**src/rtl/spi_bus_sequencer.sv**
```systemverilog
// spi_bus_sequencer
//   Turns the SPI byte stream (one command byte plus operand bytes) into
//   single bus transactions for the arbiter. It presents each transaction
//   with a valid/ready handshake, captures read data and drives the
//   Pi-visible completion flag.
//
// Ports
//   clk_sys_i        system clock, rising edge
//   reset_i          synchronous active-high reset
//   spi_cs_ni        frame select (synchronised), high = no frame
//   spi_byte_i       received byte, qualified by spi_byte_valid_i
//   spi_byte_valid_i one-cycle strobe per received byte
//   bus_ready_i      arbiter completion pulse
//   bus_data_i       bus read data, sampled with bus_ready_i
//   bus_addr_o       17-bit transaction address
//   bus_data_o       write data
//   bus_rw_no        1 = read, 0 = write
//   bus_valid_o      transaction pending
//   rd_data_o        last read result
//   spi_ready_o      last command complete, rd_data_o stable
//   overrun_o        pulse when a byte arrives while a transaction is pending
//
// Configuration
//   SPI_BUS_SEQUENCER_FILL_EN  enables opcode 101 (FILL: addr_hi, addr_lo,
//   data, count). Without it, 101 is illegal and the frame is discarded.

module spi_bus_sequencer (
  input  logic        clk_sys_i,
  input  logic        reset_i,
  input  logic        spi_cs_ni,
  input  logic [7:0]  spi_byte_i,
  input  logic        spi_byte_valid_i,
  input  logic        bus_ready_i,
  input  logic [7:0]  bus_data_i,
  output logic [16:0] bus_addr_o,
  output logic [7:0]  bus_data_o,
  output logic        bus_rw_no,
  output logic        bus_valid_o,
  output logic [7:0]  rd_data_o,
  output logic        spi_ready_o,
  output logic        overrun_o
);

  localparam logic [2:0] OP_READ_AT    = 3'b000;
  localparam logic [2:0] OP_READ_NEXT  = 3'b001;
  localparam logic [2:0] OP_WRITE_AT   = 3'b010;
  localparam logic [2:0] OP_WRITE_NEXT = 3'b011;
  localparam logic [2:0] OP_SET_ADDR   = 3'b100;
`ifdef SPI_BUS_SEQUENCER_FILL_EN
  localparam logic [2:0] OP_FILL       = 3'b101;
`endif

  typedef enum logic [2:0] {
    S_IDLE    = 3'd0,
    S_ADDR_HI = 3'd1,
    S_ADDR_LO = 3'd2,
    S_DATA    = 3'd3,
    S_COUNT   = 3'd4,
    S_ISSUE   = 3'd5,
    S_DISCARD = 3'd6
  } state_e;

  state_e      state_q, state_d;
  logic [2:0]  op_q, op_d;
  logic [8:0]  hi_q, hi_d;         // {cmd[0], addr_hi}
  logic [7:0]  lo_q, lo_d;
  // addr_q is the internal address register and also drives bus_addr_o;
  // it only changes when a transaction is issued or SET_ADDR completes.
  logic [16:0] addr_q, addr_d;
  logic [7:0]  data_q, data_d;
  logic        rw_q, rw_d;
  logic        valid_q, valid_d;
  logic [7:0]  rd_data_q, rd_data_d;
  logic        ready_q, ready_d;
  logic        overrun_q, overrun_d;
`ifdef SPI_BUS_SEQUENCER_FILL_EN
  logic [8:0]  remain_q, remain_d; // writes left including the one in flight
  logic        stop_q, stop_d;     // frame ended during fill
`endif

  // Next-state and output decode.
  always_comb begin
    state_d   = state_q;
    op_d      = op_q;
    hi_d      = hi_q;
    lo_d      = lo_q;
    addr_d    = addr_q;
    data_d    = data_q;
    rw_d      = rw_q;
    valid_d   = valid_q;
    rd_data_d = rd_data_q;
    ready_d   = ready_q;
    overrun_d = 1'b0;
`ifdef SPI_BUS_SEQUENCER_FILL_EN
    remain_d  = remain_q;
    stop_d    = stop_q;
`endif

    case (state_q)
      S_IDLE: begin
        if (spi_byte_valid_i && !spi_cs_ni) begin
          op_d    = spi_byte_i[7:5];
          hi_d[8] = spi_byte_i[0];
          case (spi_byte_i[7:5])
            OP_READ_AT, OP_WRITE_AT, OP_SET_ADDR: begin
              state_d = S_ADDR_HI;
              ready_d = 1'b0;
            end
            OP_READ_NEXT: begin
              addr_d  = addr_q + 17'd1;
              rw_d    = 1'b1;
              valid_d = 1'b1;
              ready_d = 1'b0;
              state_d = S_ISSUE;
            end
            OP_WRITE_NEXT: begin
              state_d = S_DATA;
              ready_d = 1'b0;
            end
`ifdef SPI_BUS_SEQUENCER_FILL_EN
            OP_FILL: begin
              state_d = S_ADDR_HI;
              ready_d = 1'b0;
            end
`endif
            default: state_d = S_DISCARD;  // illegal: ready stays high
          endcase
        end else begin
          state_d = S_IDLE;
        end
      end

      S_ADDR_HI: begin
        if (spi_cs_ni) begin
          state_d = S_IDLE;
          ready_d = 1'b1;
        end else if (spi_byte_valid_i) begin
          hi_d[7:0] = spi_byte_i;
          state_d   = S_ADDR_LO;
        end else begin
          state_d = S_ADDR_HI;
        end
      end

      S_ADDR_LO: begin
        if (spi_cs_ni) begin
          state_d = S_IDLE;
          ready_d = 1'b1;
        end else if (spi_byte_valid_i) begin
          lo_d = spi_byte_i;
          case (op_q)
            OP_SET_ADDR: begin
              addr_d  = {hi_q, spi_byte_i};
              ready_d = 1'b1;
              state_d = S_IDLE;
            end
            OP_READ_AT: begin
              addr_d  = {hi_q, spi_byte_i};
              rw_d    = 1'b1;
              valid_d = 1'b1;
              state_d = S_ISSUE;
            end
            default: state_d = S_DATA;     // WRITE_AT and FILL
          endcase
        end else begin
          state_d = S_ADDR_LO;
        end
      end

      S_DATA: begin
        if (spi_cs_ni) begin
          state_d = S_IDLE;
          ready_d = 1'b1;
        end else if (spi_byte_valid_i) begin
          data_d = spi_byte_i;
          if (op_q == OP_WRITE_NEXT) begin
            addr_d  = addr_q + 17'd1;
            rw_d    = 1'b0;
            valid_d = 1'b1;
            state_d = S_ISSUE;
`ifdef SPI_BUS_SEQUENCER_FILL_EN
          end else if (op_q == OP_FILL) begin
            state_d = S_COUNT;
`endif
          end else begin
            addr_d  = {hi_q, lo_q};
            rw_d    = 1'b0;
            valid_d = 1'b1;
            state_d = S_ISSUE;
          end
        end else begin
          state_d = S_DATA;
        end
      end

      S_COUNT: begin
`ifdef SPI_BUS_SEQUENCER_FILL_EN
        if (spi_cs_ni) begin
          state_d = S_IDLE;
          ready_d = 1'b1;
        end else if (spi_byte_valid_i) begin
          remain_d = (spi_byte_i == 8'd0) ? 9'd256 : {1'b0, spi_byte_i};
          stop_d   = 1'b0;
          addr_d   = {hi_q, lo_q};
          rw_d     = 1'b0;
          valid_d  = 1'b1;
          state_d  = S_ISSUE;
        end else begin
          state_d = S_COUNT;
        end
`else
        state_d = S_IDLE;
        ready_d = 1'b1;
`endif
      end

      S_ISSUE: begin
        overrun_d = spi_byte_valid_i;
`ifdef SPI_BUS_SEQUENCER_FILL_EN
        if (spi_cs_ni) begin
          stop_d = 1'b1;
        end else begin
          stop_d = stop_q;
        end
`endif
        if (bus_ready_i) begin
`ifdef SPI_BUS_SEQUENCER_FILL_EN
          // Fill keeps valid high and steps to the next address.
          if (op_q == OP_FILL && remain_q != 9'd1 && !stop_q && !spi_cs_ni) begin
            addr_d   = addr_q + 17'd1;
            remain_d = remain_q - 9'd1;
          end else begin
            valid_d = 1'b0;
            ready_d = 1'b1;
            state_d = S_IDLE;
          end
`else
          valid_d = 1'b0;
          ready_d = 1'b1;
          state_d = S_IDLE;
`endif
          if (rw_q) begin
            rd_data_d = bus_data_i;
          end else begin
            rd_data_d = rd_data_q;
          end
        end else begin
          state_d = S_ISSUE;
        end
      end

      S_DISCARD: begin
        if (spi_cs_ni) begin
          state_d = S_IDLE;
        end else begin
          state_d = S_DISCARD;
        end
      end

      default: begin
        state_d = S_IDLE;
        valid_d = 1'b0;
        ready_d = 1'b1;
      end
    endcase
  end

  // State and output registers with synchronous reset.
  always_ff @(posedge clk_sys_i) begin
    if (reset_i) begin
      state_q   <= S_IDLE;
      op_q      <= 3'd0;
      hi_q      <= 9'd0;
      lo_q      <= 8'd0;
      addr_q    <= 17'd0;
      data_q    <= 8'd0;
      rw_q      <= 1'b1;
      valid_q   <= 1'b0;
      rd_data_q <= 8'd0;
      ready_q   <= 1'b1;
      overrun_q <= 1'b0;
`ifdef SPI_BUS_SEQUENCER_FILL_EN
      remain_q  <= 9'd0;
      stop_q    <= 1'b0;
`endif
    end else begin
      state_q   <= state_d;
      op_q      <= op_d;
      hi_q      <= hi_d;
      lo_q      <= lo_d;
      addr_q    <= addr_d;
      data_q    <= data_d;
      rw_q      <= rw_d;
      valid_q   <= valid_d;
      rd_data_q <= rd_data_d;
      ready_q   <= ready_d;
      overrun_q <= overrun_d;
`ifdef SPI_BUS_SEQUENCER_FILL_EN
      remain_q  <= remain_d;
      stop_q    <= stop_d;
`endif
    end
  end

  assign bus_addr_o  = addr_q;
  assign bus_data_o  = data_q;
  assign bus_rw_no   = rw_q;
  assign bus_valid_o = valid_q;
  assign rd_data_o   = rd_data_q;
  assign spi_ready_o = ready_q;
  assign overrun_o   = overrun_q;

endmodule

```
**config.mk**
```make
export PLATFORM = sky130hd
export DESIGN_NAME = spi_bus_sequencer
export DESIGN_NICKNAME = d
export VERILOG_FILES = /design/src/rtl/spi_bus_sequencer.sv
export SDC_FILE = /design/constraint.sdc
export NUM_CORES = 1
export LEC_CHECK = 0
export BUFFER_PORTS_ARGS = -buffer_cell sky130_fd_sc_hd__buf_2
export CAP_MARGIN = 10
export CORE_MARGIN = 8
export CORE_UTILIZATION = 55
export CTS_CLUSTER_DIAMETER = 50
export DETAILED_ROUTE_END_ITERATION = 6
export HOLD_SLACK_MARGIN = 0.12
export PLACE_DENSITY_LB_ADDON = 0.25
export SLEW_MARGIN = 20
export SYNTH_ARGS = -nofsm -noshare
export SYNTH_HDL_FRONTEND = slang
export SYNTH_SLANG_ARGS = --single-unit
```
**constraint.sdc**
```tcl
create_clock -name clk_sys_i -period 4.8 [get_ports clk_sys_i]
set_clock_uncertainty 0.2 [all_clocks]
set_input_delay 0.24 -clock clk_sys_i [delete_from_list [all_inputs] [get_ports clk_sys_i]]
set_output_delay 0.24 -clock clk_sys_i [all_outputs]
set_load 0.01 [all_outputs]
```
==> run summary <==
Crit share post-route: 56.7%
Power Total: 1.11 mW
Max clock buf depth: 2
Share of cells above drive strength 1: 19.1%
Finished layout cell area: 0.00372 mm^2
I/O Pins: 58
CTS resizes: 0
GRT Util Overall: 21.2%
RSZ-0062 raised after global routing: no
#FFs+latches synth: 60
Synth-to-Final Area Change: 21.1%
Rel. slew slack: 57.3%
Core box area: 0.00544 mm^2
Max Cap Violations: 0
Post-Route WL: 8870 um
Clk Latency, worst-skew pair: 0.35 ns
Asr flop ratio synth: 0%
Hold Violations, Final: 0
Worst hold slack: 0.169 ns
GRT overflow: 0
Net count, final: 451
Pre-CTS setup slack: 2.18 ns
Sequential area share after synthesis: 39.1%
Startpoint types: flip-flop
Total power per unit cell area: 297 mW/mm^2
Critical path type: reg2reg
Finished Core Util: 68.5%
Initial DRC count: 535
Top FF cell, synth: dfxtp_1
Vias: 3176
Hold crit path type: in2reg
Comb power frac: 9.3%
Die Wd: 90.8 um
Req. time, crit path: 4.86 ns
NetSw: 291 uW
Slowest stage delay, CP: 0.66 ns
Port Buffers: 57
Slew @ Worst Pin: 0.640 ns
Cells after DPL: 472
Detailed Routing Iterations Pass 1: 6
Pleak: 1.33 nW
Cts bufs inserted: 9
Synthesized area: 0.00307 mm^2
Maximum VDD drop: 0.222 mV
Worst path slowest cell: dfxtp_1
Number of synthesized flops with an enable pin: 0
Arr. time, crit path: 2.78 ns
Setup bufs post-CTS: 0
Sw Ratio: 26.3%
CTS Hold Bufs: 18
Int Pwr: 815 uW
Routability cong.: 0.881
Clock share of power: 44.1%
Die area: 0.00824 mm^2
Std cell rows: 27
DR vias/cell: 6.28
Initial Utilization: 56.5%
CTS tree: built
Achievable clock frequency: 367 MHz
Vias in the first global route: 2965
Sequential power share: 46.6%
H-tree level count: 3
First-pass GRT wire length: 14500 um
Post-detailed-route DRC marker count: 0
Worst-path clk slew: 0.07 ns
Die H: 90.8 um
Final Worst Setup Slack: 2.08 ns
Critical-path cell list: nand4b_1 > and2_1 > o31a_1 > o32ai_1
Initial antenna violation count: 0
Run status: finished clean
YS warnings: 0
Diode count: 0
Syn avg cell area: 8.31 um^2
Fin crit period: 2.72 ns
TNS Setup: 0 ns
Syn nets: 392
Clock Tree Root: clkbuf_8
Clk sinks: 60
Worst-path fanout max: 19
Largest net degree at the start of global routing: 66
Layout Cells excl Fill: 506
Dpl hpwl: 5830 um
Detail Route Antenna Nets: 0
Critical Path End Type: flip-flop
Setup-violating endpoint count in the final report: 0
Slew Viols, Final: 0
Cell count after synthesis: 370
DR WL/cell: 17.5 um
Synth unique cells: 54
Placed Area: 0.00333 mm^2
cell type report:
type	count	area (um^2)
Multi-Input combinational cell	274	1710
Fill cell	450	1720
Clock inverter	5	58.8
Clock buffer	11	151
Timing Repair Buffer	77	483
Inverter	7	26.3
Tap cell	72	90.1
Sequential cell	60	1200
kinds of logic after synthesis:
kind of cell               Yosys count  synth area share (%)
DFF                                 60                  39.1
adders and majority gates            2                 0.733
buffers and inverters               36                  5.21
AOI/OAI and AO/OA                  115                  25.9
and+or+nand+nor                    144                  24.9
muxes                               13                  4.23
worst paths after layout:
| path | from | endpoint | slack, ns | cells past startpoint |
|---|---|---|---|---|
| worst max-delay path | state_q[0] | bus_addr_o[8] | 2.08 | 4 |
| worst min-delay path | bus_ready_i | bus_valid_o | 0.17 | 4 |
| worst max register to register | state_q[0] | bus_addr_o[8] | 2.08 | 4 |
| worst min register to register | lo_q[1] | lo_q[1] | 0.26 | 2 |
flip-flops by register name, indices dropped and copies added (netlist names), 3 cells and up:
| signal | flops |
|---|---|
| bus_addr_o | 17 |
| bus_data_o | 8 |
| hi_q | 9 |
| lo_q | 8 |
| op_q | 3 |
| rd_data_o | 8 |
| state_q | 3 |
power groups by stage:
stage | registers (mW) | clock network (mW) | logic (mW)
after global placement | 0.526 | 0 | 0.0879
after global routing | 0.516 | 0.510 | 0.111
after CTS | 0.515 | 0.488 | 0.100
after detailed placement | 0.526 | 0 | 0.0886
final | 0.516 | 0.488 | 0.103
after floorplan | 0.522 | 0 | 0.0661
worst max-delay path: cells and delay by family (launching register included):
family,cells,cell delay [ns]
flip-flops,1,0.66
AND/OR/NAND/NOR,2,1.19
AO/OA/AOI/OAI,2,0.57
layout by cell type, fill, tap and decap left out, types with 5 or more instances in the layout:
master	netlist	layout
a211oi_1	11	11
a21oi_1	39	39
a22oi_1	6	6
buf_2	9	56
clkbuf_8	0	11
dfxtp_1	60	60
dlygate4sd3_1	0	18
inv_1	7	7
mux2i_1	13	13
nand2_1	51	51
nand2b_1	7	7
nand3_1	12	12
nor2_1	23	23
nor2b_1	9	9
nor3_1	6	6
o211ai_1	6	6
o21ai_0	10	10
o2bb2ai_1	5	5
o31a_1	5	5
o32ai_1	10	10
Yosys cell counts (all sizes together) (3+ instances only):
| master | n | area share (%) |
|---|---|---|
| a211oi | 11 | 2.7 |
| a21oi | 39 | 6.3 |
| a221oi | 3 | 0.85 |
| a222oi | 4 | 1.3 |
| a22oi | 6 | 1.5 |
| and2 | 4 | 0.81 |
| and3 | 4 | 0.85 |
| buf | 12 | 2.2 |
| clkbuf | 17 | 2.2 |
| dfxtp | 60 | 39 |
| inv | 7 | 0.85 |
| mux2i | 13 | 4.2 |
| nand2 | 51 | 6.2 |
| nand2b | 7 | 1.4 |
| nand3 | 12 | 2.0 |
| nand3b | 3 | 0.73 |
| nand4 | 5 | 1.5 |
| nor2 | 23 | 2.8 |
| nor2b | 9 | 1.8 |
| nor3 | 6 | 0.98 |
| nor3b | 3 | 1.6 |
| nor4 | 4 | 0.81 |
| o211ai | 6 | 1.5 |
| o21ai | 10 | 1.6 |
| o2bb2ai | 5 | 1.4 |
| o31a | 5 | 1.4 |
| o32ai | 10 | 2.8 |
| or3 | 3 | 0.61 |
| or3b | 3 | 0.85 |
per-layer routing:
metal	up-vias	GRT usage [%]	wire, um
li1	1491	-	-
met1	1467	27.9	3860
met2	200	30.9	3910
met4	0	8.60	183
met3	18	6.65	922
met5	-	0	0
Note: power is estimated with default switching activity, not from simulation.
